--- src/rtl/rc_filter_pkg.sv ---
// Shared types and elaboration-time helpers for the multichannel RC filter.
// rc_alpha turns the R/C/rate parameters into the fixed-point update coefficient.
package rc_filter_pkg;

  typedef enum logic [1:0] {IDLE, RUN, PUBLISH} rc_state_t;

  function automatic longint rc_alpha(input longint sample_rate, input longint oversample,
                                      input longint r, input longint c35,
                                      input int alpha_frac, input longint alpha_override);
    longint dt;
    longint rc;
    if (alpha_override != 0) return alpha_override;
    dt = (longint'(1) <<< 32) / (sample_rate * oversample);
    rc = (r * c35) >>> 3;
    return (dt <<< alpha_frac) / (rc + dt);
  endfunction

  function automatic logic signed [63:0] sat(input logic signed [63:0] v, input int width);
    logic signed [63:0] hi;
    logic signed [63:0] lo;
    hi = (64'sd1 <<< (width - 1)) - 64'sd1;
    lo = -(64'sd1 <<< (width - 1));
    if (v > hi) return hi;
    if (v < lo) return lo;
    return v;
  endfunction

endpackage

--- src/rtl/rc_filter_step.sv ---
// One RC sub-step: y_next = sat(y + floor(alpha * (x - y) / 2^ALPHA_FRAC)).
// Purely combinational; the top shares a single instance across all channels.
module rc_filter_step
  import rc_filter_pkg::*;
#(
  parameter int     DATA_WIDTH = 16,
  parameter int     ALPHA_FRAC = 16,
  parameter longint ALPHA      = 154
) (
  input  logic signed [DATA_WIDTH-1:0] x,
  input  logic signed [DATA_WIDTH-1:0] y,
  output logic signed [DATA_WIDTH-1:0] y_next
);

  // Product needs DATA_WIDTH+1 bits of difference times ALPHA_FRAC+1 bits of alpha.
  localparam int PW = DATA_WIDTH + ALPHA_FRAC + 2;
  localparam logic signed [PW-1:0] ALPHA_EXT = PW'(ALPHA);

  logic signed [DATA_WIDTH:0] d;
  logic signed [PW-1:0]       d_ext;
  logic signed [PW-1:0]       p;
  logic signed [PW-1:0]       t;
  logic signed [63:0]         sum;

  assign d      = {x[DATA_WIDTH-1], x} - {y[DATA_WIDTH-1], y};
  assign d_ext  = {{(PW-DATA_WIDTH-1){d[DATA_WIDTH]}}, d};
  assign p      = d_ext * ALPHA_EXT;
  assign t      = p >>> ALPHA_FRAC;
  assign sum    = {{(64-PW){t[PW-1]}}, t} + {{(64-DATA_WIDTH){y[DATA_WIDTH-1]}}, y};
  assign y_next = DATA_WIDTH'(sat(sum, DATA_WIDTH));

endmodule

--- src/rtl/rc_filter_multichannel.sv ---
// Time-multiplexed N-channel first-order RC filter with runtime LP/HP select.
// A sample tick latches all channels, then OVERSAMPLE*CHANNELS serial updates run before publish.
module rc_filter_multichannel
  import rc_filter_pkg::*;
#(
  parameter int     CLOCK_RATE     = 50000000,
  parameter int     SAMPLE_RATE    = 48000,
  parameter int     CHANNELS       = 2,
  parameter int     DATA_WIDTH     = 16,
  parameter int     OVERSAMPLE     = 4,
  parameter int     R              = 47000,
  parameter int     C_35_SHIFTED   = 1615,
  parameter int     ALPHA_FRAC     = 16,
  parameter longint ALPHA_OVERRIDE = 0
) (
  input  logic                           clk,
  input  logic                           reset_n,
  input  logic                           audio_clk_en,
  input  logic [CHANNELS-1:0]            mode_hp,
  input  logic [CHANNELS*DATA_WIDTH-1:0] in,
  output logic [CHANNELS*DATA_WIDTH-1:0] out,
  output logic                           out_valid,
  output logic                           busy,
  output logic                           overrun
);

  localparam longint ALPHA = rc_alpha(longint'(SAMPLE_RATE), longint'(OVERSAMPLE), longint'(R),
                                      longint'(C_35_SHIFTED), ALPHA_FRAC, ALPHA_OVERRIDE);
  localparam int CW = (CHANNELS > 1) ? $clog2(CHANNELS) : 1;
  localparam int SW = (OVERSAMPLE > 1) ? $clog2(OVERSAMPLE) : 1;

  if (CHANNELS * OVERSAMPLE + 2 > CLOCK_RATE / SAMPLE_RATE) begin : g_bad_rate
    $error("rc_filter_multichannel: not enough clocks per sample for all sub-steps");
  end
  if (ALPHA <= 0 || ALPHA >= (longint'(1) <<< ALPHA_FRAC)) begin : g_bad_alpha
    $error("rc_filter_multichannel: alpha out of range (0, 1)");
  end

  rc_state_t                    state_q, state_d;
  logic [CW-1:0]                ch_q, ch_d;
  logic [SW-1:0]                sub_q, sub_d;
  logic signed [DATA_WIDTH-1:0] x_q [CHANNELS];
  logic signed [DATA_WIDTH-1:0] y_q [CHANNELS];
  logic [CHANNELS-1:0]          hp_q;
  logic [CHANNELS*DATA_WIDTH-1:0] out_q, out_d;
  logic                         overrun_q;
  logic signed [DATA_WIDTH-1:0] x_sel, y_sel, y_upd;
  logic                         last_ch, last_sub, last_update;

  assign x_sel       = x_q[ch_q];
  assign y_sel       = y_q[ch_q];
  assign last_ch     = (ch_q == CW'(CHANNELS - 1));
  assign last_sub    = (sub_q == SW'(OVERSAMPLE - 1));
  assign last_update = (state_q == RUN) && last_ch && last_sub;

  rc_filter_step #(
    .DATA_WIDTH(DATA_WIDTH),
    .ALPHA_FRAC(ALPHA_FRAC),
    .ALPHA     (ALPHA)
  ) u_step (
    .x     (x_sel),
    .y     (y_sel),
    .y_next(y_upd)
  );

  always_comb begin
    state_d = state_q;
    ch_d    = ch_q;
    sub_d   = sub_q;
    case (state_q)
      IDLE: begin
        if (audio_clk_en) begin
          state_d = RUN;
          ch_d    = '0;
          sub_d   = '0;
        end
      end
      RUN: begin
        if (last_ch) begin
          ch_d = '0;
          if (last_sub) state_d = PUBLISH;
          else          sub_d   = sub_q + SW'(1);
        end else begin
          ch_d = ch_q + CW'(1);
        end
      end
      PUBLISH: state_d = IDLE;
      default: state_d = IDLE;
    endcase
  end

  // Output word is captured on the last update edge, so the final channel bypasses its y register.
  for (genvar gi = 0; gi < CHANNELS; gi++) begin : g_pub
    logic signed [DATA_WIDTH-1:0] y_pub;
    logic signed [63:0]           diff;
    assign y_pub = (ch_q == CW'(gi)) ? y_upd : y_q[gi];
    assign diff  = {{(64-DATA_WIDTH){x_q[gi][DATA_WIDTH-1]}}, x_q[gi]}
                 - {{(64-DATA_WIDTH){y_pub[DATA_WIDTH-1]}}, y_pub};
    assign out_d[gi*DATA_WIDTH +: DATA_WIDTH] = hp_q[gi] ? DATA_WIDTH'(sat(diff, DATA_WIDTH)) : y_pub;
  end

  always_ff @(posedge clk or negedge reset_n) begin
    if (!reset_n) begin
      state_q   <= IDLE;
      ch_q      <= '0;
      sub_q     <= '0;
      hp_q      <= '0;
      out_q     <= '0;
      overrun_q <= 1'b0;
      for (int k = 0; k < CHANNELS; k++) begin
        x_q[k] <= '0;
        y_q[k] <= '0;
      end
    end else begin
      state_q <= state_d;
      ch_q    <= ch_d;
      sub_q   <= sub_d;
      if (audio_clk_en && state_q != IDLE) overrun_q <= 1'b1;
      if (audio_clk_en && state_q == IDLE) begin
        hp_q <= mode_hp;
        for (int k = 0; k < CHANNELS; k++) x_q[k] <= in[k*DATA_WIDTH +: DATA_WIDTH];
      end
      if (state_q == RUN) y_q[ch_q] <= y_upd;
      if (last_update) out_q <= out_d;
    end
  end

  assign out       = out_q;
  assign out_valid = (state_q == PUBLISH);
  assign busy      = (state_q != IDLE);
  assign overrun   = overrun_q;

endmodule

--- config.mk ---
export PLATFORM = sky130hd
export DESIGN_NAME = rc_filter_multichannel
export DESIGN_NICKNAME = d
export VERILOG_FILES = /design/src/rtl/rc_filter_pkg.sv /design/src/rtl/rc_filter_step.sv /design/src/rtl/rc_filter_multichannel.sv
export SDC_FILE = /design/constraint.sdc
export NUM_CORES = 1
export LEC_CHECK = 0
export CORE_ASPECT_RATIO = 0.9
export CORE_MARGIN = 2
export CORE_UTILIZATION = 47
export CTS_CLUSTER_SIZE = 20
export DETAILED_ROUTE_END_ITERATION = 10
export PLACE_DENSITY = 0.65
export REMOVE_ABC_BUFFERS = 1
export SLEW_MARGIN = 20
export SYNTH_ARGS = -nofsm -noshare
export SYNTH_HDL_FRONTEND = slang
export SYNTH_SLANG_ARGS = --single-unit
export TNS_END_PERCENT = 1
--- constraint.sdc ---
create_clock -name clk -period 12.33 [get_ports clk]
set_input_delay 1.233 -clock clk [delete_from_list [all_inputs] [get_ports clk]]
set_output_delay 1.233 -clock clk [all_outputs]
set_load 0.01 [all_outputs]
==> impl_metrics.py, run 1 <==
metrics = {
    "setup_path": {
        "worstSetupStartpointType": "register",
        "path_common_cell": "ha_1",
        "critPathSlowestCell": "fa_1",
        "crit_start": "ch_q",
        "timing.rr.start": "ch_q",
        "crit_required_ps": 12580,
        "worst_r2r_path_depth": 42,
        "crit_fanout": 14,
        "critical-path-max-stage-delay_ps": 540,
        "reg2reg_slack_ps": 720,
        "rr_endpoint": "out[26]",
        "end_kind": "register",
        "path_class": "reg -> reg",
        "cp.arrival_ps": 11860,
    },
    "synth": {
        "ys_warn_count": 0,
        "syn_area_per_cell_um2": 8.71,
        "yosysSeqAreaShare": 0.249,
        "synth-seq-cells": 104,
        "synth_area_um2": 10500,
        "synthSimpleGateAreaFrac": 0.127,
        "synth_top_family_by_area": "adder cells",
        "post_synth_mux_area_share": 0.0716,
        "synth-xor-area-share": 0.0485,
        "synth_edf_count": 0,
        "synthAdderAreaFrac": 0.229,
        "synth_cell_types": 78,
        "synth_cells": 1202,
        "ys_async_sr_fraction": 1.00,
        "dominantRegCellSynth": "dfrtp_1",
        "synth_compound_area_frac": 0.215,
    },
    "placement": {
        "gp_congestion": 0.941,
        "dp_hpwl_um": 21800,
        "io_buffers": 71,
        "placed_area_um2": 11500,
    },
    "clocking": {
        "root_buffer": "clkbuf_16",
        "cts.htree.levels": 3,
        "cts_tree": "yes",
        "insertion_delay_ps": 360,
        "cts_made_buffers": 9,
        "cts_buffer_depth": 2,
        "post_cts_buffers": 0,
        "path_clk_slew_ps": 70,
        "cts_sinks": 104,
    },
    "min_path": {
        "min-delay-start": "overrun",
        "worstHoldPathType": "reg -> reg",
        "whs_path_depth": 1,
        "hold_path_end": "overrun",
    },
    "finish": {
        "area_delta_synth_final_pct": 13.1,
        "layout-drive-gt1-share": 0.0990,
        "nFillCells": 1986,
        "num_antenna_cells": 0,
        "post-route-cell-area_um2": 11800,
        "fin_nets": 1453,
    },
    "global_route": {
        "grt_antenna_before_repair": 0,
        "grt_max_degree": 56,
        "grt_usage": 0.233,
        "grt_pass1_vias": 8434,
        "grt_pass1_wl_um": 44200,
        "grt.overflow.total": 0,
    },
    "routing": {
        "ant_nets": 0,
        "drt_iter0_drc": 660,
        "drtPass1Iterations": 5,
        "drc_errors": 0,
        "vias": 8641,
        "wl_per_cell_um": 17.1,
        "drt-total-wl_um": 26600,
        "viasPerCell": 5.56,
    },
    "floorplanning": {
        "initial_core_util": 0.481,
        "core_area_um2": 21800,
        "ioPinCount": 72,
        "rows": 51,
        "die-area_um2": 23500,
        "die_x_um": 161,
        "die_height_um": 146,
    },
    "timing": {
        "finalSetupTns_ps": 0,
        "rsz0062_at_grt": "false",
        "finalMaxSlewViolations": 0,
        "period_share": 0.942,
        "max_freq_ghz": 0.0861,
        "worst_pin_slew_ps": 1080,
        "period_minus_slack_ps": 11610,
        "fin_worst_skew_ps": 6.26,
        "max-slew-margin-rel": 0.281,
        "finalHoldViolCount": 0,
        "setup_viol": 0,
    },
    "outcome": {
        "status": "finished clean",
    },
    "job": {
        "drv_cap": 0,
    },
}
==> stage by stage <==
stage	std cells	hold slack, ps	utilization	worst slack (ps)
after CTS	1553	468	0.541	98.9
after global placement	1538	438	0.528	245
final	1553	467	0.544	716
after detailed placement	1538	453	0.528	127
after floorplan	1161	466	-	106
after global routing	1553	489	0.544	5.16
==> worst max-delay path: cells and delay by family, from the launching register on <==
kind                     cells  cell delay [ps]
AO/OA/AOI/OAI               19             5340
adder cells (fa/ha/maj)     11             3880
AND/OR/NAND/NOR              5              580
XOR/XNOR                     2              550
flip-flops                   1              510
buffers and inverters        4              340
multiplexers                 1              290
==> sequential cells by signal (all words and copies together) (netlist names) <==
| register | cells |
|---|---|
| y_q | 32 |
| x_q | 32 |
| sub_q | 2 |
| hp_q | 2 |
| out | 32 |
| ch_q | 1 |
| state_q | 2 |
| overrun | 1 |
==> repair_timing <==
action                                  4_1_cts  5_1_grt
hold buffers                                  0        0
resized for setup                             0       11
endpoints found under the setup margin        0       32
==> synthesized netlist by cell type (5+ instances only) <==
library cell / count / area share
a2111o_1: 5 / 0.0054
a211oi_1: 20 / 0.014
a211oi_2: 5 / 0.0060
a21o_1: 21 / 0.015
a21oi_1: 68 / 0.033
a31oi_1: 13 / 0.0078
and2_1: 8 / 0.0048
clkbuf_1: 33 / 0.012
dfrtp_1: 104 / 0.25
fa_1: 33 / 0.063
ha_1: 125 / 0.15
inv_1: 122 / 0.044
maj3_2: 13 / 0.014
mux2_2: 47 / 0.051
mux2i_1: 22 / 0.021
nand2_1: 115 / 0.041
nand2b_1: 11 / 0.0066
nand3_1: 14 / 0.0067
nand4_1: 6 / 0.0036
nor2_1: 80 / 0.029
nor2b_1: 13 / 0.0078
nor3_1: 18 / 0.0086
o211ai_1: 8 / 0.0057
o21a_1: 17 / 0.012
o21ai_0: 81 / 0.039
o21ai_1: 40 / 0.019
o21bai_1: 8 / 0.0057
o31ai_1: 7 / 0.0050
or3_1: 6 / 0.0036
xnor2_1: 32 / 0.027
xor2_1: 26 / 0.022
==> cells by family (layout without fill, tap and decap cells) <==
logic type | count (synthesis) | in the layout
flops | 104 | 104
buf+inv | 164 | 224
xor+xnor | 58 | 58
simple gates | 292 | 292
compound gates | 342 | 342
fa+ha+maj | 173 | 173
mux | 69 | 69
==> how the worst max path moves through the flow <==
stage	endpoint	slack [ps]
after detailed placement	out[30]	130
final	out[26]	720
after global routing	out[0]	5
after floorplan	out[0]	110
after global placement	out[30]	250
after CTS	out[30]	100
==> cell type report <==
| type | count | area (um^2) | share of cell area |
|---|---|---|---|
| inverter | 123 | 462 | 0.0390 |
| clock buffer | 11 | 243 | 0.0205 |
| sequential | 104 | 2600 | 0.220 |
| tap | 291 | 364 | 0.0308 |
| clock inverter | 4 | 52.6 | 0.00444 |
| timing repair buffer | 86 | 821 | 0.0694 |
| multi-input combinational | 934 | 7290 | 0.616 |
==> placed cells by master (no fill, tap or decap), drive strengths merged, types with 7 or more instances in the layout <==
cell type      instances
nor2b                 13
buf                   16
a211oi                25
a21oi                 71
o21bai                 8
inv                  124
mux2                  47
o21a                  17
fa                    33
clkbuf                11
nand4                  7
dfrtp                104
mux2i                 22
ha                   125
clkdlybuf4s50         70
nand2                115
a31oi                 13
o31ai                 11
nand2b                11
nand3                 14
xnor2                 32
o211ai                10
and2                   8
a21o                  22
nor3                  18
maj3                  15
nor2                  80
o21ai                121
xor2                  26
==> routing by layer <==
layer,GRT usage,vias up,share of wire
li1,-,4357,-
met1,0.342,4063,0.49
met2,0.369,204,0.45
met3,0.0339,17,0.052
met4,0.0451,0,0.011
met5,0,-,0
Power of run 1 is left out: the tool's default activity adds up to more than one toggle a clock period on the data nets, which glitch-free logic cannot reach.
==> run 2, diff against run 1 <==
--- a/config.mk
+++ b/config.mk
@@ -5,13 +5,13 @@
 export SDC_FILE = /design/constraint.sdc
 export NUM_CORES = 1
 export LEC_CHECK = 0
-export CORE_ASPECT_RATIO = 0.9
 export CORE_MARGIN = 2
 export CORE_UTILIZATION = 47
 export CTS_CLUSTER_SIZE = 20
 export DETAILED_ROUTE_END_ITERATION = 10
 export PLACE_DENSITY = 0.65
 export REMOVE_ABC_BUFFERS = 1
+export SKIP_LAST_GASP = 1
 export SLEW_MARGIN = 20
 export SYNTH_ARGS = -nofsm -noshare
 export SYNTH_HDL_FRONTEND = slang
==> impl_metrics.py, run 2 (synthesized netlist as in run 1, its figures left out) <==
metrics = {
    "outcome": {
        "status": "finished clean",
    },
    "placement": {
        "dp_hpwl_um": 22000,
        "gp_congestion": 0.927,
        "io_buffers": 71,
        "placed_cells": 1529,
    },
    "floorplanning": {
        "die_height_um": 153,
        "initial_core_util": 0.479,
        "rows": 54,
        "ioPinCount": 72,
        "core_area_um2": 21800,
        "die-area_um2": 23500,
        "die_x_um": 153,
    },
    "timing": {
        "whs_ps": 481,
        "finalHoldViolCount": 0,
        "max-slew-margin-rel": 0.256,
        "period_share": 0.936,
        "finalMaxSlewViolations": 0,
        "period_minus_slack_ps": 11540,
        "rsz0062_at_grt": "false",
        "finalSetupTns_ps": 0,
        "worst_pin_slew_ps": 1110,
        "setup_viol": 0,
        "fin_worst_skew_ps": 4.38,
        "max_freq_ghz": 0.0867,
    },
    "finish": {
        "fin_nets": 1459,
        "final_cell_mix": "ha_1, inv_1, nand2_1",
        "multi_input_area_um2": 7290,
        "area_delta_synth_final_pct": 13.6,
        "num_antenna_cells": 0,
        "nFillCells": 2016,
        "instances_no_fill": 1547,
        "final_common_cell": "ha_1",
        "seqCellArea_um2": 2600,
        "layout-drive-gt1-share": 0.104,
    },
    "clocking": {
        "cts.htree.levels": 3,
        "insertion_delay_ps": 350,
        "cts_sinks": 104,
        "path_clk_slew_ps": 70,
        "cts_tree": "yes",
        "root_buffer": "clkbuf_16",
        "cts_buffer_depth": 2,
        "cts.hold.buffers_added": 0,
        "cts_made_buffers": 9,
    },
    "setup_path": {
        "crit_cells": 41,
        "rr_endpoint": "out[19]",
        "crit_start": "ch_q",
        "crit_required_ps": 12530,
        "path_common_cell": "ha_1",
        "crit_fanout": 18,
        "endpoint": "out[19]",
        "end_kind": "register",
        "critical-path-max-stage-delay_ps": 560,
        "critPathSlowestCell": "dfrtp_2",
        "cp_top_family": "compound AO/OA/AOI/OAI gates",
        "worst_r2r_path_depth": 41,
        "reg2reg_slack_ps": 790,
        "cp.arrival_ps": 11740,
        "path_class": "reg -> reg",
        "worstSetupStartpointType": "register",
        "timing.rr.start": "ch_q",
        "crit_buf_inv": 3,
    },
    "routing": {
        "drt-total-wl_um": 27400,
        "vias": 8769,
        "drc_errors": 0,
        "viasPerCell": 5.67,
        "ant_nets": 0,
        "drtPass1Iterations": 5,
        "wl_per_cell_um": 17.7,
        "drt_iter0_drc": 577,
    },
    "global_route": {
        "grt_pass1_wl_um": 45500,
        "grt_usage": 0.238,
        "grt_antenna_before_repair": 0,
        "grt_pass1_vias": 8797,
        "grt_max_degree": 64,
        "grt.overflow.total": 0,
    },
    "min_path": {
        "worstHoldPathType": "reg -> reg",
    },
    "job": {
        "drv_cap": 0,
    },
}
[run 2: worst min path at each step]
stage	endpoint	cells past startpoint	slack [ps]	startpoint
after global routing	out[14]	2	510	out[14]
after global placement	overrun	1	440	overrun
final	out[14]	2	480	out[14]
after CTS	out[14]	2	490	out[14]
after detailed placement	out[14]	2	470	out[14]
after floorplan	y_q[11]	2	470	y_q[11]
[run 2: worst register-to-register path, delay by kind of cell, from the launching register on]
family / cells / cell delay, ps
AND/OR/NAND/NOR: 8 / 1620
XOR/XNOR: 2 / 460
multiplexers: 1 / 380
AO/OA/AOI/OAI: 17 / 4180
adder cells (fa/ha/maj): 10 / 3740
buffers and inverters: 3 / 440
flip-flops: 1 / 560
[run 2: repair_timing]
| item | in CTS | in global routing |
|---|---|---|
| gates resized for setup | 0 | 12 |
| setup buffers | 0 | 4 |
| setup endpoints to repair | 0 | 32 |
[run 2: layout make-up]
class                      count  share of cell area
clock inverter                 3             0.00568
multi-input combinational    934               0.614
clock buffer                  11              0.0204
timing repair buffer          92              0.0729
inverter                     123              0.0388
sequential                   104               0.219
tap                          280              0.0295
[run 2: routing by layer]
| metal | vias to the layer above | global-route usage | part of all wire | wire, um |
|---|---|---|---|---|
| met5 | - | 0 | 0 | 0 |
| met4 | 0 | 0.0622 | 0.018 | 486 |
| met3 | 31 | 0.0207 | 0.033 | 901 |
| met2 | 177 | 0.408 | 0.48 | 13100 |
| met1 | 4202 | 0.325 | 0.47 | 12900 |
| li1 | 4359 | - | - | - |
[run 2: through the flow]
| stage | instance area (um^2) | util | setup slack (ps) |
|---|---|---|---|
| finish | 11900 | 0.545 | 793 |
| global route | 11900 | 0.545 | 19.3 |
| CTS | 11800 | 0.541 | 124 |
| detailed placement | 11500 | 0.526 | 158 |
| global placement | 11500 | 0.526 | 436 |
| floorplan | 10300 | - | 106 |
Power of run 2 is left out for the same reason.
==> run 3, diff against run 2 <==
--- a/config.mk
+++ b/config.mk
@@ -5,12 +5,12 @@
 export SDC_FILE = /design/constraint.sdc
 export NUM_CORES = 1
 export LEC_CHECK = 0
+export ABC_AREA = 1
 export CORE_MARGIN = 2
 export CORE_UTILIZATION = 47
 export CTS_CLUSTER_SIZE = 20
 export DETAILED_ROUTE_END_ITERATION = 10
-export PLACE_DENSITY = 0.65
-export REMOVE_ABC_BUFFERS = 1
+export PLACE_DENSITY = 0.71
 export SKIP_LAST_GASP = 1
 export SLEW_MARGIN = 20
 export SYNTH_ARGS = -nofsm -noshare
==> impl_metrics.py, run 3 <==
metrics = {
    "clocking": {
        "root_buffer": "clkbuf_16",
        "post_cts_buffers": 0,
        "path_clk_slew_ps": 80,
        "cts_sinks": 104,
        "cts.htree.levels": 3,
        "insertion_delay_ps": 370,
        "cts_buffer_depth": 2,
        "cts_tree": "yes",
        "cts_made_buffers": 9,
    },
    "setup_path": {
        "worst_r2r_path_depth": 49,
        "crit_buf_inv": 5,
        "crit_start": "ch_q",
        "end_kind": "register",
        "path_common_cell": "nand2_1",
        "cp.arrival_ps": 11360,
        "timing.rr.start": "ch_q",
        "cp_top_family": "adder cells",
        "worstSetupStartpointType": "register",
        "crit_required_ps": 12580,
        "reg2reg_slack_ps": 1220,
        "crit_fanout": 40,
        "rr_endpoint": "out[23]",
        "critical-path-max-stage-delay_ps": 540,
        "path_class": "reg -> reg",
        "critPathSlowestCell": "xor2_1",
    },
    "synth": {
        "yosys.area.top_type": "dfrtp_1",
        "synth_common_cells": "nand2_1, inv_1, ha_1",
        "synth_cells": 1684,
        "dominantRegCellSynth": "dfrtp_1",
        "synth-seq-cells": 104,
        "syn_area_per_cell_um2": 6.79,
        "ys_async_sr_fraction": 1.00,
        "ys_warn_count": 0,
        "synth_most_common_cell": "nand2_1",
        "synth_top_area_share": 0.228,
        "synth_edf_count": 0,
        "synth_area_um2": 11400,
        "synth_cell_types": 44,
        "yosysSeqAreaShare": 0.228,
        "synthTopCellsByArea": "dfrtp_1, nand2_1, ha_1",
        "syn_nets": 1879,
    },
    "routing": {
        "drt-total-wl_um": 31700,
        "wl_per_cell_um": 15.4,
        "ant_nets": 0,
        "met3_length_um": 1920,
        "highest_layer": "met4",
        "viasPerCell": 5.19,
        "wl_met1_um": 14800,
        "route.met2.wl_um": 13900,
        "drtPass1Iterations": 7,
        "drt_iter0_drc": 669,
        "drc_errors": 0,
        "vias": 10700,
    },
    "min_path": {
        "hold_path_end": "overrun",
        "min-delay-start": "overrun",
        "whs_path_depth": 1,
        "worstHoldPathType": "reg -> reg",
    },
    "timing": {
        "rsz0062_at_grt": "false",
        "max_freq_ghz": 0.0900,
        "setup_viol": 0,
        "finalMaxSlewViolations": 0,
        "period_share": 0.901,
        "fin_ws_ps": 1220,
        "worst_pin_slew_ps": 1140,
        "period_minus_slack_ps": 11110,
        "finalHoldViolCount": 0,
        "finalSetupTns_ps": 0,
        "fin_worst_skew_ps": 16.5,
        "max-slew-margin-rel": 0.233,
    },
    "finish": {
        "area_delta_synth_final_pct": 11.2,
        "final_common_cell": "nand2_1",
        "layout-drive-gt1-share": 0.0621,
        "num_antenna_cells": 0,
        "final_cell_mix": "nand2_1, inv_1, ha_1",
        "fin_nets": 1928,
    },
    "floorplanning": {
        "die-area_um2": 25600,
        "ioPinCount": 72,
        "die_height_um": 160,
        "core_area_um2": 24100,
        "initial_core_util": 0.474,
        "rows": 57,
        "die_x_um": 160,
    },
    "global_route": {
        "grt_antenna_before_repair": 0,
        "grt.overflow.total": 0,
        "grt_pass1_vias": 10200,
        "grt_usage": 0.250,
        "grt_max_degree": 79,
        "grt_pass1_wl_um": 51400,
    },
    "placement": {
        "dp_hpwl_um": 25400,
        "pre_cts_slack_ps": 1130,
        "io_buffers": 71,
        "gp_congestion": 0.935,
    },
    "outcome": {
        "status": "finished clean",
    },
    "job": {
        "drv_cap": 0,
    },
}
==> run 3: changes by cell type in the layout (fill, tap and decap cells not counted), moves of 14 or more <==
cell	before	now
o21ai_1	42	0
o21a_1	17	3
xnor2_1	30	16
buf_4	22	6
mux2i_1	20	0
a21o_1	21	7
nand2_2	1	21
a21oi_1	68	113
a211oi_1	20	1
mux2_2	47	28
nand2_1	114	584
inv_1	122	258
nand3_1	14	75
==> run 3: worst max-delay path by stage <==
stage               endpoint  slack [ps]  cells past startpoint
global placement     out[23]        1280                     51
finish               out[23]        1220                     49
CTS                  out[23]        1100                     49
global route         out[23]         260                     49
floorplan            out[23]        3000                     59
detailed placement   out[23]        1130                     49
==> run 3: what timing repair did <==
action / 4_1_cts / 5_1_grt
endpoints found under the setup margin: 0 / 1
hold buffers: 0 / 0
resized for setup: 0 / 1
==> run 3: metrics by stage <==
stage	instance area (um^2)	std cells	hold WS, ps	util
after floorplan	11400	1684	453	-
after global placement	12400	2046	438	0.514
after detailed placement	12400	2046	451	0.514
after CTS	12700	2062	470	0.527
after global routing	12700	2062	487	0.527
final	12700	2062	464	0.527
==> run 3: final cells by class <==
class                      count  area (um^2)
inverter                     264          991
multi-input combinational   1277         7650
clock inverter                 7         77.6
tap                          324          405
timing repair buffer          77          757
sequential                   104         2600
fill                        2400        11400
clock buffer                   9          225
==> run 3: worst register-to-register path: cells and delay by family (launching register included) <==
kind,cells,cell delay [ps]
XOR/XNOR,2,760
buffers and inverters,5,1010
flip-flops,1,520
AND/OR/NAND/NOR,22,2790
AO/OA/AOI/OAI,11,2330
adder cells (fa/ha/maj),9,3580
==> run 3: cells by family after synthesis <==
kind of cell               synth area share
and+or+nand+nor                       0.304
xor gates and xnor gates             0.0420
buffers and inverters                 0.104
AOI/OAI and AO/OA                    0.0998
DFF                                   0.228
muxes                                0.0276
adders and majority gates             0.195
==> run 3: routing by layer <==
metal / up-vias / global-route usage
li1: 5399 / -
met1: 4918 / 0.352
met2: 319 / 0.389
met3: 69 / 0.0400
met4: 0 / 0.0889
met5: - / 0
Power of run 3 is left out for the same reason.
